$ cat src/rtl/bit_sample_count_rx.sv
// Oversampling sample/bit counter for the UART receive path; strobes RControl at the mid-bit sample.
// Latency: RControl/frame_done are registered and rise one clk after the edge that sees SAMPLE_POINT.
// Backpressure: none; enable=0 synchronously clears the counters and aborts the frame.
//
// Ports:
//   clk        - receive sample clock, rising-edge active
//   rst        - asynchronous active-low reset
//   enable     - count enable, high while a frame is being received
//   RControl   - one-cycle strobe telling the shift register to capture the line
//   sample_cnt - current sample index within the bit
//   bit_cnt    - current bit index within the frame
//   frame_done - one-cycle strobe coincident with RControl for the last bit of the frame
module bit_sample_count_rx #(
  parameter int SAMPLES_PER_BIT = 16,
  parameter int SAMPLE_POINT    = 7,
  parameter int BITS_PER_FRAME  = 10,
  localparam int SW = (SAMPLES_PER_BIT > 1) ? $clog2(SAMPLES_PER_BIT) : 1,
  localparam int BW = (BITS_PER_FRAME > 1) ? $clog2(BITS_PER_FRAME) : 1
) (
  input  logic          clk,
  input  logic          rst,
  input  logic          enable,
  output logic          RControl,
  output logic [SW-1:0] sample_cnt,
  output logic [BW-1:0] bit_cnt,
  output logic          frame_done
);

  localparam logic [SW-1:0] SAMPLE_LAST    = SW'(SAMPLES_PER_BIT - 1);
  localparam logic [SW-1:0] SAMPLE_POINT_C = SW'(SAMPLE_POINT);
  localparam logic [BW-1:0] BIT_LAST       = BW'(BITS_PER_FRAME - 1);

  logic [SW-1:0] sample_cnt_q, sample_cnt_d;
  logic [BW-1:0] bit_cnt_q, bit_cnt_d;
  logic          rcontrol_q, rcontrol_d;
  logic          frame_done_q, frame_done_d;

  always_comb begin
    sample_cnt_d = sample_cnt_q;
    bit_cnt_d    = bit_cnt_q;
    rcontrol_d   = 1'b0;
    frame_done_d = 1'b0;
    if (!enable) begin
      // Dropping enable aborts the frame; the next frame starts at sample 0, bit 0.
      sample_cnt_d = '0;
      bit_cnt_d    = '0;
    end else begin
      if (sample_cnt_q == SAMPLE_LAST) begin
        sample_cnt_d = '0;
        bit_cnt_d    = (bit_cnt_q == BIT_LAST) ? '0 : bit_cnt_q + BW'(1);
      end else begin
        sample_cnt_d = sample_cnt_q + SW'(1);
      end
      // Strobe is decided from the pre-increment count, so it is visible
      // while sample_cnt == SAMPLE_POINT+1 and bit_cnt still names the bit.
      if (sample_cnt_q == SAMPLE_POINT_C) begin
        rcontrol_d   = 1'b1;
        frame_done_d = (bit_cnt_q == BIT_LAST);
      end
    end
  end

  always_ff @(posedge clk or negedge rst) begin
    if (!rst) begin
      sample_cnt_q <= '0;
      bit_cnt_q    <= '0;
      rcontrol_q   <= 1'b0;
      frame_done_q <= 1'b0;
    end else begin
      sample_cnt_q <= sample_cnt_d;
      bit_cnt_q    <= bit_cnt_d;
      rcontrol_q   <= rcontrol_d;
      frame_done_q <= frame_done_d;
    end
  end

  assign RControl   = rcontrol_q;
  assign sample_cnt = sample_cnt_q;
  assign bit_cnt    = bit_cnt_q;
  assign frame_done = frame_done_q;

endmodule

$ cat config.mk
export PLATFORM = sky130hd
export DESIGN_NAME = bit_sample_count_rx
export DESIGN_NICKNAME = d
export VERILOG_FILES = /design/src/rtl/bit_sample_count_rx.sv
export SDC_FILE = /design/constraint.sdc
export NUM_CORES = 1
export LEC_CHECK = 0
export CAP_MARGIN = 15
export CORE_MARGIN = 2
export CORE_UTILIZATION = 30
export CTS_CLUSTER_SIZE = 28
export DETAILED_ROUTE_END_ITERATION = 12
export SETUP_SLACK_MARGIN = 0.4
export SKIP_LAST_GASP = 1
export SYNTH_ARGS = -nofsm -noshare
export SYNTH_HDL_FRONTEND = slang
export SYNTH_SLANG_ARGS = --single-unit
$ cat constraint.sdc
create_clock -name clk -period 1.2 [get_ports clk]
set_input_delay 0.12 -clock clk [delete_from_list [all_inputs] [get_ports clk]]
set_output_delay 0.12 -clock clk [all_outputs]
set_load 0.005 [all_outputs]
==> out/results.ini, run 1 <==
[pwr]
fin_total_pwr_uw = 701.8
p_leak_uw = 0.0004198
switching_share_pct = 25.26
combPwrFrac_pct = 15.2
ir_worst_vdd_v = 0.0004158
p_int_uw = 524.5
pwr_density_cell_nw_per_um2 = 787.8
switchingPower_uw = 177.3
clockPowerShare_pct = 34.4
sequentialPowerShare_pct = 50.4

[placement]
place_inst = 68
dpl-instance-area_um2 = 638.1
gp_congestion = 0.7997
dpl_worst_slack_ns = -0.0005354
port_buffers = 12

[synth]
synth_seq_area_share_pct = 53.76
netlist-cell-type-count = 20
synthesis.nets = 46
synth-compound-area-share_pct = 8.333
muxShareOfSynthArea_pct = 0
synth-simple-area-share_pct = 22.85
yosys.area.top_type = dfrtp_1
synthCells = 40
ys_ff_latch = 10
synth_top_cell_area_share_pct = 53.76
synth_top_cells_by_area = dfrtp_1 54%, ha_1 8.1%, nand3_1 5.4%, xor2_1 3.8%, o211ai_1 3.2%
synth_xor_area_share_pct = 3.763
yosysWarnings = 0
synth_top_family_by_area = simple AND/OR/NAND/NOR gates
synth_adder_area_share_pct = 8.065
syn-cell-area_um2 = 465.4
syn_area_per_cell_um2 = 11.64

[global_routing]
grt_pass1_vias = 436
grt_remaining_overflow = 0
antenna_found_initial = 0
grt_util_all_layers_pct = 15.06
grt_pass1_wl_mm = 2.042
grt_max_degree = 11

[drt]
wire_per_inst_um = 14.00
drcViolationCount = 0
via_per_inst = 4.967
vias = 457
drt-initial-drc-count = 7
route.antenna.remaining_nets = 0
routed.top_layer = met4
wl_met1_um = 585
drt_wl_total_mm = 1.288
met2WireLength_um = 594
dr.pass1.iters = 4
wl_met3_um = 83

[setup_path]
cp_max_fo = 4
cp.arrival_ns = 1.41
cp_slowest_cell = dfrtp_2
cp_data_required_time_ns = 1.39
reg2reg_from = bit_cnt[0]$_DFFE_PN0P_
path_class = reg2reg
path_cells = buf_6 > ha_4 > nand3b_1 > nand3_4 > o211ai_1
crit_path_start_kind = register
slowest_delay_ns = 0.42
critPathLaunch = bit_cnt[0]$_DFFE_PN0P_
end_kind = register

[die]
die_x_um = 43.39
io_pins = 13
coreArea_um2 = 1471
fp.dieH_um = 43.39
die_area_um2 = 1883
initial_core_util_pct = 31.63
rows = 14

[layout]
layout-drive-gt1-share_pct = 68.42
area_growth_pct = 91.40
final_cell_mix = 15 x buf_6, 10 x buf_4, 7 x dfrtp_1, 6 x buf_2
final_util_pct = 60.54
antenna_cells = 0
layout_commonest_cell = buf_6
nNetsFinal = 84
final_cell_area_um2 = 890.9
final_cells = 92
fillers = 129

[timing]
worst_pin_slew_ns = 0.4559
maxSlewViolCount = 0
skew_ns = 0.008733
finalCritPeriodShare_pct = 101.8
rsz0062_at_grt = true
slew_headroom_pct = 69.51
hold_violations = 0
finalSetupViolations = 4
max_freq_mhz = 818.4
worst_slack_ns = -0.02186
period_needed_ns = 1.222

[run]
maxCapViolCount = 0

[status]
status = finished, violations left
violations = negative setup slack

[clock_network]
cts_tree = built
cts_sinks = 10
h-tree-depth = 1
clockRootBuffer = clkbuf_4
cts_buffers = 3
cts.clk_slew.worst_paths_ns = 0.07
cts_buffer_depth = 2
clock_latency_ns = 0.27

[hold_path]
hold_path_class = in2async

[power groups by stage]
stage | clock network [uW] | logic [uW] | registers [uW]
finish | 241 | 106 | 354
global route | 261 | 115 | 355
CTS | 238 | 94.4 | 353
detailed placement | 0 | 54.8 | 364
global placement | 0 | 55.1 | 364
floorplan | 0 | 20.7 | 364
[cells in the mapped netlist (all sizes together)]
master,count
inv,2
ha,3
or2,1
dfrtp,10
xor2,2
o211ai,2
buf,1
nand3b,1
nor2,2
nand3,6
and4b,2
and2,2
nand4,1
nand2,1
o22ai,1
o21ai,1
and3,1
o31ai,1
[critical path, delay by kind of cell, from the launching register on]
kind / cells / cell delay (ns)
adders and majority gates: 1 / 0.15
DFF: 1 / 0.42
AOI/OAI and AO/OA: 1 / 0.19
and+or+nand+nor: 2 / 0.25
buffers and inverters: 1 / 0.13
[metrics by stage]
stage,hold WS [ns],TNS (ns)
floorplan,-0.1756,0
global placement,0.4712,0
detailed placement,0.4772,-0.0005354
CTS,0.1851,-0.02564
global route,0.2055,-0.2587
finish,0.1589,-0.02873
[sequential cells by signal (all words and copies together) (netlist names)]
signal	flops
RControl	1
bit_cnt	4
frame_done	1
sample_cnt	4
[routing by layer]
layer,GRT usage (%),vias up
li1,-,218
met1,19.79,215
met2,24.18,20
met3,3.750,4
met4,5.455,0
met5,0,-
[worst paths after layout]
| path | cells past startpoint | end | slack (ns) |
|---|---|---|---|
| max | 5 | bit_cnt[3]$_DFFE_PN0P_ | -0.02 |
| min | 1 | frame_done$_DFF_PN0_ | 0.16 |
| max reg2reg | 5 | bit_cnt[3]$_DFFE_PN0P_ | -0.02 |
| min reg2reg | 2 | bit_cnt[2]$_DFFE_PN0P_ | 0.57 |
| max in group asynchronous | 1 | sample_cnt[2]$_DFF_PN0_ | 0.69 |
| min in group clk | 2 | bit_cnt[2]$_DFFE_PN0P_ | 0.57 |
[logic make-up after synthesis]
family / count (synthesis)
XOR/XNOR: 2
buffers and inverters: 3
adder cells (fa/ha/maj): 3
AND/OR/NAND/NOR: 17
AO/OA/AOI/OAI: 5
flip-flops: 10
[what timing repair did]
item,in CTS,in global routing
hold buffers,0,0
setup buffers,18,3
resized for setup,55,14
endpoints found under the setup margin,20,20
pin swaps,11,5
cloned,0,0
[final cells by class]
cell class | instances | area [um2] | share of cell area [%]
flip-flops and latches | 10 | 254.0 | 28.51
clock buffers | 3 | 22.52 | 2.528
multi-input cells | 27 | 285.3 | 32.02
well taps | 16 | 20.02 | 2.247
inverters | 2 | 10.01 | 1.124
repair buffers | 34 | 299.0 | 33.57
Note: power is estimated with default switching activity, not from simulation.
==> inputs of run 2 (changes only) <==
- HOLD_SLACK_MARGIN: not set -> 0.03
- SETUP_SLACK_MARGIN: 0.4 -> 0.15
- TNS_END_PERCENT: not set -> 1
==> out/results.ini, run 2 (synthesis gave the netlist of run 1 again) <==
[timing]
worst_pin_slew_ns = 0.4672
setup-tns-final_ns = -0.3876
worst_slack_ns = -0.07022
finalSetupViolations = 11
maxSlewViolCount = 0
rsz0062_at_grt = true
period_needed_ns = 1.270
slew_headroom_pct = 68.76
hold_violations = 0
skew_ns = 0.0007145
max_freq_mhz = 787.3
finalCritPeriodShare_pct = 105.9

[clock_network]
cts_sinks = 10
cts.clk_slew.worst_paths_ns = 0.07
clock_latency_ns = 0.27
clockRootBuffer = clkbuf_4
cts_buffer_depth = 2
cts_buffers = 3
h-tree-depth = 1
cts_tree = built

[pwr]
pwr_density_cell_nw_per_um2 = 884.3
ir_worst_vdd_v = 0.0005459
p_leak_uw = 0.0003593

[global_routing]
antenna_found_initial = 0
grt_util_all_layers_pct = 12.63
grt_pass1_wl_mm = 1.628
grt_remaining_overflow = 0
grt_max_degree = 11
grt_pass1_vias = 353

[die]
io_pins = 13
die_area_um2 = 1883
coreArea_um2 = 1471
initial_core_util_pct = 31.63
rows = 14
fp.dieH_um = 43.39
die_x_um = 43.39

[layout]
layout-drive-gt1-share_pct = 36.36
area_growth_pct = 63.17
fillers = 142
layout_commonest_cell = buf_4
nNetsFinal = 74
final_util_pct = 51.62
antenna_cells = 0
final_cell_mix = 11 x buf_4, 10 x clkdlybuf4s50_1, 9 x dfrtp_1, 4 x nand3_1, 3 x clkbuf_4

[setup_path]
path_class = reg2out
path_cells = clkdlybuf4s50_1
cp_slowest_cell = clkdlybuf4s50_1
slowest_delay_ns = 0.51
end_kind = output pin
cp_top_family = buffers and inverters
cp_data_required_time_ns = 1.08
cp.arrival_ns = 1.15
cp_max_fo = 2
crit_path_start_kind = register
path_buf_inv = 1

[placement]
gp_congestion = 0.8018
port_buffers = 12
hpwl_um = 658.2

[drt]
vias = 421
drt-initial-drc-count = 9
dr.pass1.iters = 4
via_per_inst = 5.134
drt_wl_total_mm = 1.144
wire_per_inst_um = 13.95
drcViolationCount = 0
route.antenna.remaining_nets = 0

[status]
status = finished, violations left
violations = negative setup slack

[hold_path]
hold_path_class = in2async

[run]
maxCapViolCount = 0

## run 2: timing repair
item                       in CTS  in global routing
buffers inserted                9                  2
resized for setup               2                  4
pin swaps                       0                  4
setup endpoints to repair      16                 19
hold buffers                    0                  0
## run 2: cell type report
cell class / instances / area, um2 / area share, %
well taps: 16 / 20.02 / 2.636
inverters: 2 / 7.507 / 0.9885
repair buffers: 24 / 215.2 / 28.34
clock buffers: 3 / 22.52 / 2.965
flip-flops and latches: 10 / 251.5 / 33.11
multi-input cells: 27 / 242.7 / 31.96
## run 2: routing by layer
metal / GRT usage, % / up-vias / routed length (um)
met4: 10.91 / 0 / 41
met1: 15.28 / 195 / 505
met2: 19.10 / 17 / 534
met3: 2.500 / 5 / 64
li1: - / 204 / -
met5: 0 / - / 0
## run 2: metrics by stage
step	instance area (um2)	cells	power [uW]	hold slack [ns]	setup WS, ns
final	759.5	82	671.6	0.1625	-0.07022
after global routing	759.5	82	682.5	0.2059	-0.1081
after CTS	728.2	80	667.1	0.1880	-0.05489
after detailed placement	638.1	68	421.2	0.4801	0.02821
after global placement	638.1	68	419.3	0.4722	0.01590
after floorplan	498.0	40	384.4	-0.1756	0.1103
## run 2: path summary, 6_finish.rpt
path	cells past startpoint	end	start	slack, ns
setup / recovery	1	sample_cnt[3]	sample_cnt[3]$_DFF_PN0_	-0.07
hold / removal	1	bit_cnt[3]$_DFFE_PN0P_	rst	0.16
setup reg to reg	5	bit_cnt[2]$_DFFE_PN0P_	bit_cnt[0]$_DFFE_PN0P_	-0.05
hold reg to reg	2	bit_cnt[2]$_DFFE_PN0P_	bit_cnt[2]$_DFFE_PN0P_	0.57
max in group asynchronous	1	sample_cnt[2]$_DFF_PN0_	rst	0.69
min in group clk	2	sample_cnt[2]$_DFF_PN0_	enable	0.48
## run 2: report_power, final
part | internal [uW] | total, uW | switching, uW
logic | 40.9 | 75.1 | 34.3
clock network | 116 | 246 | 130
registers | 345 | 350 | 4.88
total | 503 | 672 | 169
==> inputs of run 3 (changes only) <==
- CTS_BUF_LIST: not set -> sky130_fd_sc_hd__clkbuf_4 sky130_fd_sc_hd__clkbuf_8
- GPL_ROUTABILITY_DRIVEN: not set -> 1
==> results of run 3 <==
Same layout as run 2: the final DEF is identical, and so are final timing and power.
